--- src/rtl/fetch_exec_controller.sv ---
// Multi-cycle accumulator-machine controller: fetches 16-bit instructions from a
// synchronous-read memory and executes LOAD/STORE/ADD/SUBT/JUMP/CLEAR/SKIPCOND/HALT.
module fetch_exec_controller #(
    parameter logic [15:0] RESET_PC = 16'h0000
) (
    input  logic        clk,
    input  logic        reset,
    input  logic        start,
    input  logic [15:0] mem_rdata,
    output logic [15:0] mem_addr,
    output logic [15:0] mem_wdata,
    output logic        mem_we,
    output logic [15:0] pc,
    output logic [15:0] ac,
    output logic [15:0] ir,
    output logic        busy,
    output logic        halted,
    output logic        illegal
);

    localparam int unsigned DW = 16;

    localparam logic [3:0] S_IDLE = 4'd0;
    localparam logic [3:0] S_F0   = 4'd1;
    localparam logic [3:0] S_F1   = 4'd2;
    localparam logic [3:0] S_F2   = 4'd3;
    localparam logic [3:0] S_DEC  = 4'd4;
    localparam logic [3:0] S_M0   = 4'd5;
    localparam logic [3:0] S_M1   = 4'd6;
    localparam logic [3:0] S_ST   = 4'd7;
    localparam logic [3:0] S_HALT = 4'd8;

    localparam logic [3:0] OP_LOAD  = 4'h1;
    localparam logic [3:0] OP_STORE = 4'h2;
    localparam logic [3:0] OP_ADD   = 4'h3;
    localparam logic [3:0] OP_SUBT  = 4'h4;
    localparam logic [3:0] OP_HALT  = 4'h7;
    localparam logic [3:0] OP_SKIP  = 4'h8;
    localparam logic [3:0] OP_JUMP  = 4'h9;
    localparam logic [3:0] OP_CLEAR = 4'hA;

    logic [3:0]    state, state_next;
    logic [DW-1:0] mar, mar_next;
    logic [DW-1:0] pc_next, ac_next, ir_next;
    logic          illegal_next, busy_next, halted_next;
    logic [3:0]    opcode;
    logic [DW-1:0] operand;
    logic          skip;

    assign opcode    = ir[15:12];
    assign operand   = {4'h0, ir[11:0]};
    assign mem_addr  = mar;
    assign mem_wdata = ac;
    // Gated by reset so a reset landing on the ST cycle suppresses the write edge.
    assign mem_we    = (state == S_ST) && !reset;

    always_comb begin
        unique case (ir[11:10])
            2'b00:   skip = ac[15];
            2'b01:   skip = (ac == 16'h0000);
            2'b10:   skip = (ac != 16'h0000) && !ac[15];
            default: skip = 1'b0;
        endcase
    end

    // Next-state and next-register-value logic.
    always_comb begin
        state_next   = state;
        pc_next      = pc;
        ac_next      = ac;
        ir_next      = ir;
        mar_next     = mar;
        illegal_next = 1'b0;
        unique case (state)
            S_IDLE: if (start) state_next = S_F0;
            S_F0: begin
                mar_next   = pc;
                state_next = S_F1;
            end
            S_F1: state_next = S_F2;
            S_F2: begin
                ir_next    = mem_rdata;
                pc_next    = pc + 16'd1;
                state_next = S_DEC;
            end
            S_DEC: begin
                state_next = S_F0;
                unique case (opcode)
                    OP_LOAD, OP_ADD, OP_SUBT: begin
                        mar_next   = operand;
                        state_next = S_M0;
                    end
                    OP_STORE: begin
                        mar_next   = operand;
                        state_next = S_ST;
                    end
                    OP_JUMP:  pc_next = operand;
                    OP_CLEAR: ac_next = 16'h0000;
                    OP_SKIP:  if (skip) pc_next = pc + 16'd1;
                    OP_HALT:  state_next = S_HALT;
                    default:  illegal_next = 1'b1;
                endcase
            end
            S_M0: state_next = S_M1;
            S_M1: begin
                unique case (opcode)
                    OP_LOAD: ac_next = mem_rdata;
                    OP_ADD:  ac_next = ac + mem_rdata;
                    OP_SUBT: ac_next = ac - mem_rdata;
                    default: ac_next = ac;
                endcase
                state_next = S_F0;
            end
            S_ST:   state_next = S_F0;
            S_HALT: state_next = S_HALT;
            default: state_next = S_IDLE;
        endcase
        busy_next   = (state_next != S_IDLE) && (state_next != S_HALT);
        halted_next = (state_next == S_HALT);
    end

    always_ff @(posedge clk) begin
        if (reset) begin
            state   <= S_IDLE;
            pc      <= RESET_PC;
            ac      <= 16'h0000;
            ir      <= 16'h0000;
            mar     <= 16'h0000;
            busy    <= 1'b0;
            halted  <= 1'b0;
            illegal <= 1'b0;
        end else begin
            state   <= state_next;
            pc      <= pc_next;
            ac      <= ac_next;
            ir      <= ir_next;
            mar     <= mar_next;
            busy    <= busy_next;
            halted  <= halted_next;
            illegal <= illegal_next;
        end
    end

endmodule

--- config.mk ---
export PLATFORM = sky130hd
export DESIGN_NAME = fetch_exec_controller
export DESIGN_NICKNAME = d
export VERILOG_FILES = /design/src/rtl/fetch_exec_controller.sv
export SDC_FILE = /design/constraint.sdc
export NUM_CORES = 1
export LEC_CHECK = 0
export ABC_AREA = 1
export BUFFER_PORTS_ARGS = -buffer_cell sky130_fd_sc_hd__buf_2
export CORE_ASPECT_RATIO = 1.5
export CORE_UTILIZATION = 45
export DETAILED_ROUTE_END_ITERATION = 8
export PLACE_DENSITY = 0.65
export SLEW_MARGIN = 40
export SYNTH_ARGS = -nofsm -noshare
export SYNTH_HDL_FRONTEND = slang
export SYNTH_SLANG_ARGS = --single-unit
--- constraint.sdc ---
create_clock -name clk -period 2.8 [get_ports clk]
set_clock_uncertainty 0.05 [all_clocks]
set_input_delay 0.28 -clock clk [delete_from_list [all_inputs] [get_ports clk]]
set_output_delay 0.28 -clock clk [all_outputs]
set_load 0.02 [all_outputs]
==> impl_metrics.env <==
export IMPL_ant_nets=0
export IMPL_die_x_um=86.8
export IMPL_antenna_found_initial=0
export IMPL_io_pins=103
export IMPL_r2r_start="ir[12]$_SDFFE_PP0P_"
export IMPL_final_util_pct=55.0
export IMPL_timing_rr_end="ac[15]$_SDFFE_PP0P_"
export IMPL_synth_edf_count=0
export IMPL_antenna_cells=0
export IMPL_min_path_cells=3
export IMPL_rsz0062_at_grt="false"
export IMPL_synth_flop_cell="dfxtp_1"
export IMPL_start_util_pct=46.1
export IMPL_gr_total_overflow=0
export IMPL_power_frac_seq_pct=40.0
export IMPL_drt_iter0_drc=212
export IMPL_maxClockFrequency_mhz=394
export IMPL_yosys_warnings=0
export IMPL_synth_adder_area_share_pct=4.80
export IMPL_portBuffers=102
export IMPL_synth_seq_area_share_pct=29.3
export IMPL_start_kind="flip-flop"
export IMPL_layout_drive_gt1_share_pct=20.0
export IMPL_critPathCapture="ac[15]$_SDFFE_PP0P_"
export IMPL_endpoint_kind="flip-flop"
export IMPL_wire_per_inst_um=14.4
export IMPL_grt_usage_pct=26.9
export IMPL_rr_worst_depth=19
export IMPL_fin_nets=896
export IMPL_finalSetupTns_ps=0
export IMPL_power_density_mw_per_mm2=483
export IMPL_syn_avg_cell_area_sq_um=6.33
export IMPL_drv_slew=0
export IMPL_cp_max_fo=7
export IMPL_coreArea_sq_mm=0.0105
export IMPL_cts_tree="yes"
export IMPL_syn_nets=804
export IMPL_place_hpwl_mm=11.0
export IMPL_cts_buffers=9
export IMPL_synth_top_family_by_area="simple AND/OR/NAND/NOR gates"
export IMPL_setup_worst_path_start="ir[12]$_SDFFE_PP0P_"
export IMPL_grt_pass1_wl_mm=23.6
export IMPL_muxShareOfSynthArea_pct=0.413
export IMPL_leakage_nw=2.91
export IMPL_viasPerCell=5.20
export IMPL_path_class="reg2reg"
export IMPL_htreeDepth=3
export IMPL_required_ps=3020
export IMPL_status="complete, no violations"
export IMPL_switching_share_pct=30.7
export IMPL_synth_cells=767
export IMPL_synth_compound_area_share_pct=16.9
export IMPL_maxSlewHeadroom_pct=48.4
export IMPL_synthXorXnorAreaFrac_pct=4.51
export IMPL_layout_common_cells="195 x nand2_1, 102 x buf_2, 92 x nor2_1"
export IMPL_syn_area_sq_mm=0.00485
export IMPL_worst_pin_slew_ps=773
export IMPL_setup_viol=0
export IMPL_drc=0
export IMPL_final_period_utilization_pct=90.6
export IMPL_min_period_ps=2540
export IMPL_routed_wl_mm=14.5
export IMPL_comb_power_share_pct=19.3
export IMPL_first_global_vias=4972
export IMPL_worstHoldPathType="in2reg"
export IMPL_fp_row_count=46
export IMPL_gp_congestion=0.926
export IMPL_vias=5240
export IMPL_clk_pin_slew_ps=60
export IMPL_p_switching_mw=0.858
export IMPL_die_area_sq_mm=0.0112
export IMPL_clockBufferDepth=2
export IMPL_grt_max_degree=48
export IMPL_ys_ff_latch=71
export IMPL_synthToLayoutAreaGrowth_pct=19.5
export IMPL_root_buffer="clkbuf_16"
export IMPL_synthSimpleGateAreaFrac_pct=31.7
export IMPL_p_int_mw=1.94
export IMPL_cap_violations=0
export IMPL_fp_dieH_um=129
export IMPL_r2r_setup_slack_ps=260
export IMPL_clkSinkCount=71
export IMPL_ys_types=39
export IMPL_final_common_cell="nand2_1"
export IMPL_peakVddDrop_uv=277
export IMPL_dr_pass1_iters=5
export IMPL_clkPwrFrac_pct=40.7
export IMPL_clk_latency_ps=340
export IMPL_cp_arrival_ps=2760
export IMPL_synthArstFlopShare_pct=0
export IMPL_timing_final_hold_violations=0
## flip-flops by register name, indices dropped and copies added, names as in the netlist
signal,cells
ac,16
ir,16
mem_addr,16
pc,16
state,4
busy,1
halted,1
illegal,1
## worst min path at each step
stage / start / endpoint
global route: start / state[0]$_SDFF_PP0_
CTS: start / state[0]$_SDFF_PP0_
finish: start / state[0]$_SDFF_PP0_
floorplan: mem_rdata[2] / ir[2]$_SDFFE_PP0P_
detailed placement: ir[14]$_SDFFE_PP0P_ / ir[14]$_SDFFE_PP0P_
global placement: ir[14]$_SDFFE_PP0P_ / ir[14]$_SDFFE_PP0P_
## power by group through the flow
stage	sequential (mW)	clock (mW)	combinational [mW]
final	1.12	1.14	0.539
after global routing	1.13	1.21	0.603
after CTS	1.12	1.17	0.531
after detailed placement	1.14	0	0.527
after global placement	1.14	0	0.520
after floorplan	1.21	0	0.299
## what timing repair did
item / in CTS / in global routing
resized for setup: 3 / 14
gates cloned: 0 / 0
endpoints found under the setup margin: 2 / 10
hold buffers: 0 / 0
setup buffers: 0 / 2
pin swaps: 0 / 4
## cell usage after synthesis, types with 2 or more instances
cell type / count / area share, %
buf_4: 19 / 2.9
o21ai_1: 23 / 2.4
o21ai_0: 40 / 4.1
o21bai_1: 2 / 0.31
clkbuf_1: 14 / 1.1
nand2_1: 198 / 15
nand3_1: 43 / 4.4
nor2_2: 3 / 0.39
o211ai_1: 7 / 1.1
nand3_2: 2 / 0.41
nor2_1: 97 / 7.5
buf_6: 4 / 0.93
xor2_1: 17 / 3.1
dfxtp_1: 71 / 29
xnor2_1: 8 / 1.4
nand4_1: 6 / 0.77
buf_2: 3 / 0.31
nor3_1: 5 / 0.52
a31oi_1: 12 / 1.5
a22oi_1: 2 / 0.31
a21oi_1: 61 / 6.3
o31ai_1: 2 / 0.31
mux2i_1: 2 / 0.41
inv_1: 85 / 6.6
nand2_4: 4 / 0.93
ha_1: 17 / 4.4
inv_2: 8 / 0.62
## worst max-delay path, cell delays in order, from the launching register on
cell and delay [ps]:
dfxtp_1 320, nor2_2 170, nand2_4 100, buf_4 150
o21ai_0 60, nand2_1 140, a21oi_2 180, xor2_2 200
ha_1 300, nand2_2 110, inv_1 50, nand2_1 60
nand2_1 40, inv_1 60, nand2_1 60, a21oi_1 110
nand2_1 70, nand3_1 80, nand2_1 60, a21oi_1 110
## kinds of logic (layout without fill, tap and decap cells)
logic type      Yosys count  after routing
flops                    71             71
simple gates            366            366
compound gates          152            152
fa+ha+maj                18             18
xor+xnor                 25             25
mux                       2              2
buf+inv                 133            230
## final cells by class
cell class | instances | area [sq um]
Sequential cell | 71 | 1420
Clock inverter | 6 | 61.3
Tap cell | 144 | 180
Timing Repair Buffer | 121 | 653
Inverter | 93 | 349
Fill cell | 1108 | 4730
Multi-Input combinational cell | 563 | 2900
Clock buffer | 10 | 229
## stage by stage
stage / setup WS [ps] / power (mW) / instance area, sq um / hold WS [ps] / cells
3_5_place_dp: -118 / 1.67 / 5430 / 412 / 990
2_1_floorplan: 212 / 1.51 / 4850 / 365 / 767
6_report: 264 / 2.80 / 5800 / 172 / 1008
5_1_grt: 15.3 / 2.94 / 5800 / 187 / 1008
4_1_cts: 17.6 / 2.82 / 5730 / 166 / 1006
3_3_place_gp: -71.9 / 1.66 / 5430 / 403 / 990
## routing by layer
| layer | GRT usage (%) | vias up | routed length (um) |
|---|---|---|---|
| li1 | - | 2649 | - |
| met4 | 14.7 | 0 | 603 |
| met3 | 4.52 | 36 | 593 |
| met1 | 29.6 | 2393 | 5830 |
| met2 | 48.6 | 162 | 7440 |
| met5 | 0 | - | 0 |
Power figures use the tool's default switching activity.
